--- src/rtl/r200_pkg.sv ---
// rtl/r200_pkg.sv - shared width default, FSM state type and func3 codes for the LSU
package r200_pkg;

    localparam int XLEN_DEF = 32;

    typedef enum logic [2:0] {
        IDLE,
        REQ,
        WAIT,
        DONE,
        DRAIN
    } lsu_state_t;

    localparam logic [2:0] F3_LB  = 3'b000;
    localparam logic [2:0] F3_LH  = 3'b001;
    localparam logic [2:0] F3_LW  = 3'b010;
    localparam logic [2:0] F3_LBU = 3'b100;
    localparam logic [2:0] F3_LHU = 3'b101;
    localparam logic [2:0] F3_SB  = 3'b000;
    localparam logic [2:0] F3_SH  = 3'b001;
    localparam logic [2:0] F3_SW  = 3'b010;

    function automatic logic f3_load_ok(input logic [2:0] f3);
        return (f3 == F3_LB) || (f3 == F3_LH) || (f3 == F3_LW) ||
               (f3 == F3_LBU) || (f3 == F3_LHU);
    endfunction

    function automatic logic f3_store_ok(input logic [2:0] f3);
        return (f3 == F3_SB) || (f3 == F3_SH) || (f3 == F3_SW);
    endfunction

endpackage

--- src/rtl/r200_ldext.sv ---
// rtl/r200_ldext.sv - load lane shift and sign/zero extension (combinational)
module r200_ldext
    import r200_pkg::*;
#(
    parameter int XLEN = XLEN_DEF
) (
    input  logic [XLEN-1:0] rdata,
    input  logic [1:0]      a,
    input  logic [2:0]      func3,
    output logic [XLEN-1:0] data
);

    logic [XLEN-1:0] shifted;

    always_comb begin
        shifted = rdata >> {a, 3'b000};
        data    = rdata;
        case (func3)
            F3_LB:   data = {{(XLEN-8){shifted[7]}}, shifted[7:0]};
            F3_LH:   data = {{(XLEN-16){shifted[15]}}, shifted[15:0]};
            F3_LBU:  data = {{(XLEN-8){1'b0}}, shifted[7:0]};
            F3_LHU:  data = {{(XLEN-16){1'b0}}, shifted[15:0]};
            default: data = rdata;
        endcase
    end

endmodule

--- src/rtl/r200_lsu.sv ---
// rtl/r200_lsu.sv - load/store unit between EX and writeback; R200_MISALIGN_TRAP_EN enables misalignment trap
module r200_lsu
    import r200_pkg::*;
#(
    parameter int XLEN = XLEN_DEF
) (
    input  logic            clk,
    input  logic            rst_n,
    input  logic            in_valid,
    output logic            in_ready,
    input  logic            in_is_load,
    input  logic            in_is_store,
    input  logic [2:0]      in_func3,
    input  logic [4:0]      in_rd,
    input  logic [XLEN-1:0] in_alu_res,
    input  logic [XLEN-1:0] in_store_data,
    input  logic            flush,
    output logic            dmem_req,
    output logic            dmem_we,
    output logic [XLEN-1:0] dmem_addr,
    output logic [XLEN-1:0] dmem_wdata,
    output logic [3:0]      dmem_be,
    input  logic            dmem_gnt,
    input  logic            dmem_rvalid,
    input  logic [XLEN-1:0] dmem_rdata,
    output logic            wb_valid,
    input  logic            wb_ready,
    output logic            wb_we,
    output logic [4:0]      wb_rd,
    output logic [XLEN-1:0] wb_data,
    output logic            misalign_err
);

    lsu_state_t      state, state_d;
    logic [XLEN-1:0] addr_q, wdata_q, wb_data_q, ext_data;
    logic [3:0]      be_q, be_new;
    logic [2:0]      f3_q;
    logic [1:0]      lane_q, lane_eff;
    logic [4:0]      rd_q;
    logic            load_q, we_q, wb_we_q;
    logic            ld_op, st_op, mem_op, trap, accept, ld_capture;
    logic [XLEN-1:0] wdata_new;
    lsu_state_t      op_next;

    // Malformed func3 on a load/store class degrades to an ALU pass-through.
    assign ld_op  = in_is_load && f3_load_ok(in_func3);
    assign st_op  = !in_is_load && in_is_store && f3_store_ok(in_func3);
    assign mem_op = ld_op || st_op;

    always_comb begin
        lane_eff  = 2'b00;
        be_new    = 4'b1111;
        wdata_new = in_store_data;
        case (in_func3[1:0])
            2'b00: begin
                lane_eff  = in_alu_res[1:0];
                wdata_new = XLEN'({4{in_store_data[7:0]}});
                if (st_op) be_new = 4'b0001 << lane_eff;
            end
            2'b01: begin
                lane_eff  = {in_alu_res[1], 1'b0};
                wdata_new = XLEN'({2{in_store_data[15:0]}});
                if (st_op) be_new = 4'b0011 << lane_eff;
            end
            default: lane_eff = 2'b00;
        endcase
    end

`ifdef R200_MISALIGN_TRAP_EN
    logic misalign_q;
    assign trap = mem_op && (((in_func3[1:0] == 2'b01) && in_alu_res[0]) ||
                             ((in_func3[1:0] == 2'b10) && (in_alu_res[1:0] != 2'b00)));

    always_ff @(posedge clk or negedge rst_n) begin
        if (!rst_n) misalign_q <= 1'b0;
        else        misalign_q <= accept && trap;
    end
    assign misalign_err = misalign_q;
`else
    assign trap         = 1'b0;
    assign misalign_err = 1'b0;
`endif

    assign op_next  = (mem_op && !trap) ? REQ : DONE;
    assign in_ready = (state == IDLE) || ((state == DONE) && wb_ready);
    assign accept   = in_valid && in_ready && !flush;

    always_comb begin
        state_d    = state;
        ld_capture = 1'b0;
        case (state)
            IDLE:  if (accept) state_d = op_next;
            REQ: begin
                if (flush)         state_d = (dmem_gnt && load_q) ? DRAIN : IDLE;
                else if (dmem_gnt) state_d = load_q ? WAIT : DONE;
            end
            WAIT: begin
                // A response arriving with the flush is already drained.
                if (flush)            state_d = dmem_rvalid ? IDLE : DRAIN;
                else if (dmem_rvalid) begin
                    state_d    = DONE;
                    ld_capture = 1'b1;
                end
            end
            DONE: begin
                if (flush)         state_d = IDLE;
                else if (wb_ready) state_d = accept ? op_next : IDLE;
            end
            DRAIN: if (dmem_rvalid) state_d = IDLE;
            default: state_d = IDLE;
        endcase
    end

    always_ff @(posedge clk or negedge rst_n) begin
        if (!rst_n) begin
            state     <= IDLE;
            addr_q    <= '0;
            wdata_q   <= '0;
            be_q      <= 4'b0000;
            lane_q    <= 2'b00;
            f3_q      <= 3'b000;
            load_q    <= 1'b0;
            we_q      <= 1'b0;
            rd_q      <= 5'd0;
            wb_we_q   <= 1'b0;
            wb_data_q <= '0;
        end else begin
            state <= state_d;
            if (accept) begin
                addr_q    <= {in_alu_res[XLEN-1:2], 2'b00};
                wdata_q   <= wdata_new;
                be_q      <= be_new;
                lane_q    <= lane_eff;
                f3_q      <= in_func3;
                load_q    <= ld_op;
                we_q      <= st_op;
                rd_q      <= in_rd;
                wb_we_q   <= !mem_op && (in_rd != 5'd0);
                wb_data_q <= in_alu_res;
            end else if (ld_capture) begin
                wb_data_q <= ext_data;
                wb_we_q   <= (rd_q != 5'd0);
            end
        end
    end

    r200_ldext #(.XLEN(XLEN)) u_ldext (
        .rdata (dmem_rdata),
        .a     (lane_q),
        .func3 (f3_q),
        .data  (ext_data)
    );

    assign dmem_req   = (state == REQ);
    assign dmem_we    = dmem_req && we_q;
    assign dmem_be    = dmem_req ? be_q : 4'b0000;
    assign dmem_addr  = addr_q;
    assign dmem_wdata = wdata_q;
    assign wb_valid   = (state == DONE);
    assign wb_we      = wb_valid && wb_we_q;
    assign wb_rd      = rd_q;
    assign wb_data    = wb_data_q;

endmodule

--- config.mk ---
export PLATFORM = sky130hd
export DESIGN_NAME = r200_lsu
export DESIGN_NICKNAME = d
export VERILOG_FILES = /design/src/rtl/r200_pkg.sv /design/src/rtl/r200_ldext.sv /design/src/rtl/r200_lsu.sv
export SDC_FILE = /design/constraint.sdc
export NUM_CORES = 1
export LEC_CHECK = 0
export CORE_MARGIN = 2
export CORE_UTILIZATION = 40
export DETAILED_ROUTE_END_ITERATION = 12
export PLACE_DENSITY = 0.88
export SYNTH_ARGS = -nofsm -noshare
export SYNTH_HDL_FRONTEND = slang
export SYNTH_SLANG_ARGS = --single-unit
--- constraint.sdc ---
create_clock -name clk -period 1.55 [get_ports clk]
set_input_delay 0.155 -clock clk [delete_from_list [all_inputs] [get_ports clk]]
set_output_delay 0.155 -clock clk [all_outputs]
set_load 0.02 [all_outputs]
==> out/results.tsv, run 1 <==
stage	metric	value	unit
run_status	status	finished, violations left	
run_status	violations	setup timing	
finish	drive_gt1_share	24.11	%
global_route	gr-total-overflow	0	
routing	drc	0	
timing	finalHoldViolCount	0	
routing	viasPerCell	5.567	
placed_design	gp_congestion	0.9174	
routing	num_vias	6174	
logic_synthesis	ys_warn_count	0	
clocking	cts_max_path_buffers	2	
setup_path	startpoint	state[0]	
clocking	htree_levels	4	
placed_design	hpwl	14530	um
power	power.total	0.01949	W
floorplanning	fp-row-count	43	
setup_path	r2r-start	state[0]	
routing	wirelength	22550	um
logic_synthesis	async_flop_share	100.0	%
setup_path	end_kind	register	
finish	final_net_count	1029	
global_route	grt_pass1_vias	6029	
floorplanning	io_pins	224	
logic_synthesis	syn_inst	639	
setup_path	critPathLaunchType	register	
finish	n_antenna_cell	0	
placed_design	io_buffer_count	220	
logic_synthesis	synthFlopType	dfrtp_1	
routing	drt_iter0_drc	621	
setup_path	max_stage_delay	0.38	ns
clocking	cts_tree	yes	
setup_path	crit_arrival	2.00	ns
global_route	antenna_found_initial	0	
timing	fin_ws	-0.1251	ns
setup_path	criticalPathCategory	register to register	
timing	skew	0.006716	ns
timing	fin_hold_ws	0.2520	ns
routing	antenna_left	0	
setup_path	path_delay_family	buffers and inverters	
floorplanning	die_h	124.2	um
clocking	ctsRootBufferMaster	clkbuf_16	
floorplanning	coreArea	13990	sq um
timing	finalSetupViolations	109	
timing	post-route-period-util	108.1	%
power	power.leakage	5.017	nW
logic_synthesis	syn_area	5774	sq um
timing	final.min_clock_period	1.675	ns
setup_path	crit_fanout	8	
finish	instances_no_fill	1109	
setup_path	crit_path_frequent_cell	buf_6	
floorplanning	dieArea	15410	sq um
min_path	hold_path.class	input pin to async pin	
floorplanning	die_width	124.2	um
timing	fin_tns_setup	-5.220	ns
routing	first_pass_iters	5	
clocking	clock_latency	0.42	ns
timing	rsz0062_at_grt	yes	
clocking	path_clk_slew	0.06	ns
power	p_per_area	1948	nW/um^2
setup_path	required	1.87	ns
setup_path	crit_chain	buf_6 -> nor2_4 -> buf_6 -> o211a_4 -> buf_6 -> buf_12 -> nor2_2 -> a31oi_1	
floorplanning	initial_core_util	41.28	%
global_route	grt_pass1_wl	31550	um
power	peakVddDrop	0.8783	mV
logic_synthesis	ys_ff_latch	114	
clocking	cts.sinks	114	
logic_synthesis	syn_area_per_cell	9.036	sq um
finish	utilization	71.50	%
logic_synthesis	synthDistinctLibCells	48	
logic_synthesis	synth_edf_count	0	
global_route	grt_usage	26.93	%
global_route	grt_max_degree	37	
timing	final_max_slew_viol_count	0	
job	cap_violations	0	
placed_design	dp_cells	1056	
routing	avgRoutedWirePerCell	20.33	um
timing	fmax	0.5970	GHz
logic_synthesis	synth-seq-area-share	49.40	%
setup_path	path_buf_inv	4	
finish	area_growth	73.22	%
setup_path	cp_slowest_cell	dfrtp_1	
clocking	numCtsBuffers	17	
registers in the layout (all words and copies together), names as in the netlist, 2 cells and up:
| name | flops |
|---|---|
| be_q | 4 |
| state | 3 |
| dmem_addr | 30 |
| wb_data | 32 |
| dmem_wdata | 32 |
| wb_rd | 5 |
| f3_q | 3 |
| lane_q | 2 |
routing by layer:
layer	GRT usage, %	wire, um
met1	33.43	8832
met2	43.65	11230
met3	6.181	1594
met4	14.26	889
met5	0	0
stage by stage:
stage | instance area [sq um] | setup slack, ns
global route | 10000 | -0.1853
global placement | 8571 | -0.2314
CTS | 9417 | -0.09188
finish | 10000 | -0.1251
detailed placement | 8571 | -0.2623
floorplan | 5782 | 0.02688
layout make-up:
class	instances	area (sq um)
tap	180	225.2
sequential	114	2855
multi-input combinational	472	3014
timing repair buffer	306	3289
clock inverter	10	105.1
fill	966	3986
inverter	5	18.77
clock buffer	22	494.2
cells in the final DEF (no fill, tap or decap), types with 4 or more instances in the layout:
cell	count
a211oi_2	13
a21oi_1	27
a21oi_2	8
a31oi_1	5
buf_12	15
buf_4	49
buf_6	15
buf_8	7
clkbuf_16	22
clkbuf_8	5
clkdlybuf4s50_1	116
clkinv_2	6
dfrtp_1	112
dlygate4sd2_1	52
dlymetal6s2s_1	42
inv_1	5
mux2i_1	35
nand2_1	157
nand2_2	12
nand2_4	8
nand3_1	13
nand3_2	4
nor2_1	32
nor2_2	8
nor2b_1	11
nor3_1	6
nor3_2	8
o21ai_0	14
o21ai_1	26
o21ai_2	8
o22ai_1	5
o2bb2ai_1	7
o311ai_1	7
where the power goes:
part	switching, W	leakage [nW]	internal (W)
combinational	0.00559	3.33	0.00463
clock	0.00140	0.297	0.00256
sequential	0.000952	1.39	0.00436
Yosys cell counts, types with 2 or more instances:
master / number / area share [%]
nand2b_1: 4 / 0.43
o221ai_1: 4 / 0.61
dfrtp_1: 114 / 49
nand3_1: 16 / 1.4
or4_1: 2 / 0.26
a211oi_2: 9 / 2.0
inv_1: 5 / 0.33
buf_4: 8 / 1.0
o211ai_1: 2 / 0.26
a21oi_2: 2 / 0.30
nor3_1: 16 / 1.4
nand2_1: 177 / 12
a21oi_1: 34 / 2.9
buf_2: 29 / 2.5
and2_1: 6 / 0.65
o2bb2ai_1: 7 / 1.1
nor2b_1: 12 / 1.3
o311a_1: 4 / 0.69
o21ai_1: 3 / 0.26
o21ai_0: 45 / 3.9
o21bai_1: 2 / 0.26
o22ai_1: 5 / 0.54
nor2_2: 2 / 0.22
nor2_1: 40 / 2.6
a21o_1: 2 / 0.26
a2bb2oi_1: 3 / 0.46
clkbuf_1: 11 / 0.72
a31oi_1: 5 / 0.54
buf_6: 2 / 0.39
nand3_2: 2 / 0.35
a211oi_1: 7 / 0.91
mux2i_1: 35 / 6.1
o311ai_1: 8 / 1.2
nand3b_1: 2 / 0.26
repair_timing:
| item | 4_1_cts | 5_1_grt |
|---|---|---|
| endpoints found under the setup margin | 155 | 154 |
| gates resized for setup | 140 | 153 |
| endpoints found under the hold margin | 27 | 0 |
| cloned | 3 | 6 |
| buffers inserted | 9 | 4 |
| hold buffers | 1 | 0 |
| pin swaps | 14 | 30 |
logic make-up (layout without fill, tap and decap cells):
group                  after synthesis  after routing  synth area share (%)
buffers and inverters               55            343                 4.984
multiplexers                        36             36                 6.457
AND/OR/NAND/NOR                    282            282                 20.84
AO/OA/AOI/OAI                      151            151                 18.24
other                                1              3               0.06494
flip-flops                         114            114                 49.40
final timing paths:
path / cells after the start / slack [ns] / endpoint
max: 8 / -0.13 / be_q[3]
min: 2 / 0.25 / be_q[0]
max reg2reg: 8 / -0.13 / be_q[3]
min reg2reg: 2 / 0.47 / dmem_addr[25]
max in group asynchronous: 3 / 0.70 / dmem_wdata[28]
min in group clk: 3 / 0.30 / wb_rd[0]
No activity file was read; power rests on OpenSTA's default activity.
==> run 2: changes to the inputs <==
- HOLD_SLACK_MARGIN: unset -> 0.1
==> results of run 2 <==
Same layout as run 1: the final DEF is identical, and so are final timing and power.
==> run 3: changes to the inputs <==
- PLACE_DENSITY: 0.88 -> 0.85
- SKIP_LAST_GASP: unset -> 1
==> run 3 against run 2 <==
  * The flow still finishes with violations (setup timing)
  * Maximum frequency shrank 4.0%
  * Combinational power grew 9.8%
  * Wire length increased by 9.5%
  * Count of clock-buffer cells in the layout grew 2
  * Sequential power rose by 2%
  * Register-to-register slack worse by 0.07 ns
  * Utilization grew 3.7 points
  * Global-route usage grew 1.2 points
  * Sequential share of layout area decreased by 1.4 points
  * Largest power group unchanged
==> out/results.tsv, run 3 (synthesis results as in run 1) <==
stage	metric	value	unit	change
global_route	use_met1	36.31	%	+2.9 points
timing	fin_ws	-0.1943	ns	-0.06918 ns
global_route	grt_use_met3	5.540	%	-0.64 points
global_route	gr-total-overflow	0		unchanged
run_status	status	finished, violations left		
global_route	grt-busiest-layer	met2		
placed_design	gp_congestion	0.9108		-0.72%
timing	finalSetupViolations	124		+14%
run_status	violations	setup timing		
global_route	antenna_found_initial	0		unchanged
floorplanning	io_pins	224		unchanged
global_route	grt_max_degree	46		+24%
setup_path	crit_fanout	8		unchanged
finish	instances_no_fill	1121		+1.1%
timing	finalHoldViolCount	0		unchanged
routing	antenna_left	0		unchanged
floorplanning	dieArea	15410	sq um	unchanged
placed_design	hpwl	14160	um	-2.6%
routing	first_pass_iters	5		unchanged
routing	avgRoutedWirePerCell	22.02	um	+8.3%
setup_path	crit_arrival	2.06	ns	+0.06 ns
finish	area_growth	82.21	%	
global_route	grt_util_met2	45.94	%	+2.3 points
setup_path	criticalPathCategory	register to register		
routing	wirelength	24690	um	+9.5%
floorplanning	die_width	124.2	um	unchanged
clocking	cts.sinks	114		unchanged
setup_path	critPathLaunchType	register		
timing	worst_slew_pin_slew	0.4834	ns	
finish	seq_area	2854	sq um	about the same
finish	n_antenna_cell	0		unchanged
clocking	cts_max_path_buffers	2		unchanged
power	peakVddDrop	1.169	mV	+33%
timing	skew	0.006552	ns	-0.0001632 ns
setup_path	end_kind	register		
timing	slew_headroom	66.94	%	
floorplanning	fp-row-count	43		unchanged
clocking	ctsRootBufferMaster	clkbuf_16		
finish	final_net_count	1041		+1.2%
job	cap_violations	0		unchanged
finish	multi_input_area	3124	sq um	+3.7%
global_route	grt_usage	28.17	%	+1.2 points
finish	final_cell_mix	nand2_1 (136), clkdlybuf4s50_1 (123), dfrtp_1 (113), dlymetal6s2s_1 (58), buf_4 (46)		
clocking	path_clk_slew	0.06	ns	about the same
setup_path	startpoint	state[0]		
finish	drive_gt1_share	27.31	%	+3.2 points
floorplanning	coreArea	13990	sq um	unchanged
timing	fin_tns_setup	-14.43	ns	-9.214 ns
finish	fillers	866		-10%
routing	viasPerCell	5.736		+3.0%
routing	drc	0		unchanged
floorplanning	initial_core_util	41.28	%	unchanged
min_path	hold_path.class	input pin to async pin		
clocking	numCtsBuffers	17		unchanged
placed_design	dp_cells	1045		-1.0%
timing	fmax	0.5733	GHz	-4.0%
routing	num_vias	6430		+4.1%
routing	drt_iter0_drc	546		-12%
power	power.leakage	5.307	nW	+5.8%
clocking	htree_levels	4		unchanged
placed_design	io_buffer_count	220		unchanged
power	p_per_area	1997	nW/um^2	+2.5%
setup_path	required	1.86	ns	about the same
global_route	grt_pass1_wl	32620	um	+3.4%
timing	final.min_clock_period	1.744	ns	+0.06918 ns
setup_path	r2r-start	state[0]		
finish	final_cell_area	10520	sq um	+5.2%
placed_design	post_dp_cell_area	8513	sq um	-0.67%
clocking	cts_tree	yes		
setup_path	worst_r2r_path_depth	8		unchanged
timing	post-route-period-util	112.5	%	+4.5 points
finish	utilization	75.21	%	+3.7 points
timing	final_max_slew_viol_count	0		unchanged
clocking	clock_latency	0.41	ns	about the same
timing	rsz0062_at_grt	yes		
global_route	grt_pass1_vias	6063		+0.56%
finish	final_common_cell	nand2_1		
floorplanning	die_h	124.2	um	unchanged
[run 3: changes by cell type in the layout (fill, tap and decap cells not counted), sizes merged]
cell and delta:
clkdlybuf4s50 +7, bufinv +2, dlygate4sd2 -23, bufbuf -1, buf +8, clkinv -4, dlymetal6s2s +16, clkbuf +7
[run 3: final timing paths]
| kind | endpoint | slack [ns] |
|---|---|---|
| setup / recovery | dmem_wdata[15] | -0.19 |
| hold / removal | dmem_addr[3] | 0.16 |
| setup reg to reg | dmem_wdata[15] | -0.19 |
| hold reg to reg | dmem_wdata[6] | 0.47 |
| max in group asynchronous | dmem_addr[17] | 0.84 |
| min in group clk | wb_rd[4] | 0.29 |
[run 3: area by class of cell]
class | count | area share [%]
Clock inverter | 8 | 1.379
Clock buffer | 24 | 4.959
Sequential cell | 114 | 27.13
Inverter | 5 | 0.1784
Multi-Input combinational cell | 472 | 29.69
Tap cell | 180 | 2.141
Timing Repair Buffer | 318 | 34.52
[run 3: repair_timing]
action,4_1_cts,5_1_grt
buffers inserted,20,8
resized for setup,146,163
pin swaps,24,57
cloned,7,11
hold buffers,1,0
endpoints found under the setup margin,125,180
endpoints found under the hold margin,114,0
[run 3: through the flow]
stage	worst slack, ns	hold slack [ns]	power, W
finish	-0.1943	0.1649	0.02101
global route	-0.2696	0.1883	0.02194
floorplan	0.02688	-0.1406	0.01003
CTS	-0.1311	0.1719	0.01962
global placement	-0.1947	0.04501	0.01432
detailed placement	-0.2782	0.04696	0.01456
[run 3: where the power goes]
| group | switching [W] | total (W) | internal, W |
|---|---|---|---|
| Sequential | 0.00105 | 0.00541 | 0.00436 |
| Clock | 0.00140 | 0.00439 | 0.00299 |
| Combinational | 0.00595 | 0.0112 | 0.00527 |
[run 3: critical path, stage by stage (launching register included)]
cell and delay (ns):
dfrtp_1 0.42, buf_6 0.15, and3_4 0.17, o211ai_4 0.27
buf_4 0.18, buf_12 0.14, clkbuf_16 0.16, nand2_1 0.05
o21ai_0 0.09
[run 3: routing by layer]
| metal | wire [um] | vias to the layer above | part of all wire [%] |
|---|---|---|---|
| met5 | 0 | - | 0 |
| met4 | 1351 | 0 | 5.5 |
| met3 | 2004 | 126 | 8.1 |
| met2 | 12020 | 413 | 49 |
| met1 | 9315 | 3082 | 38 |
| li1 | - | 2809 | - |
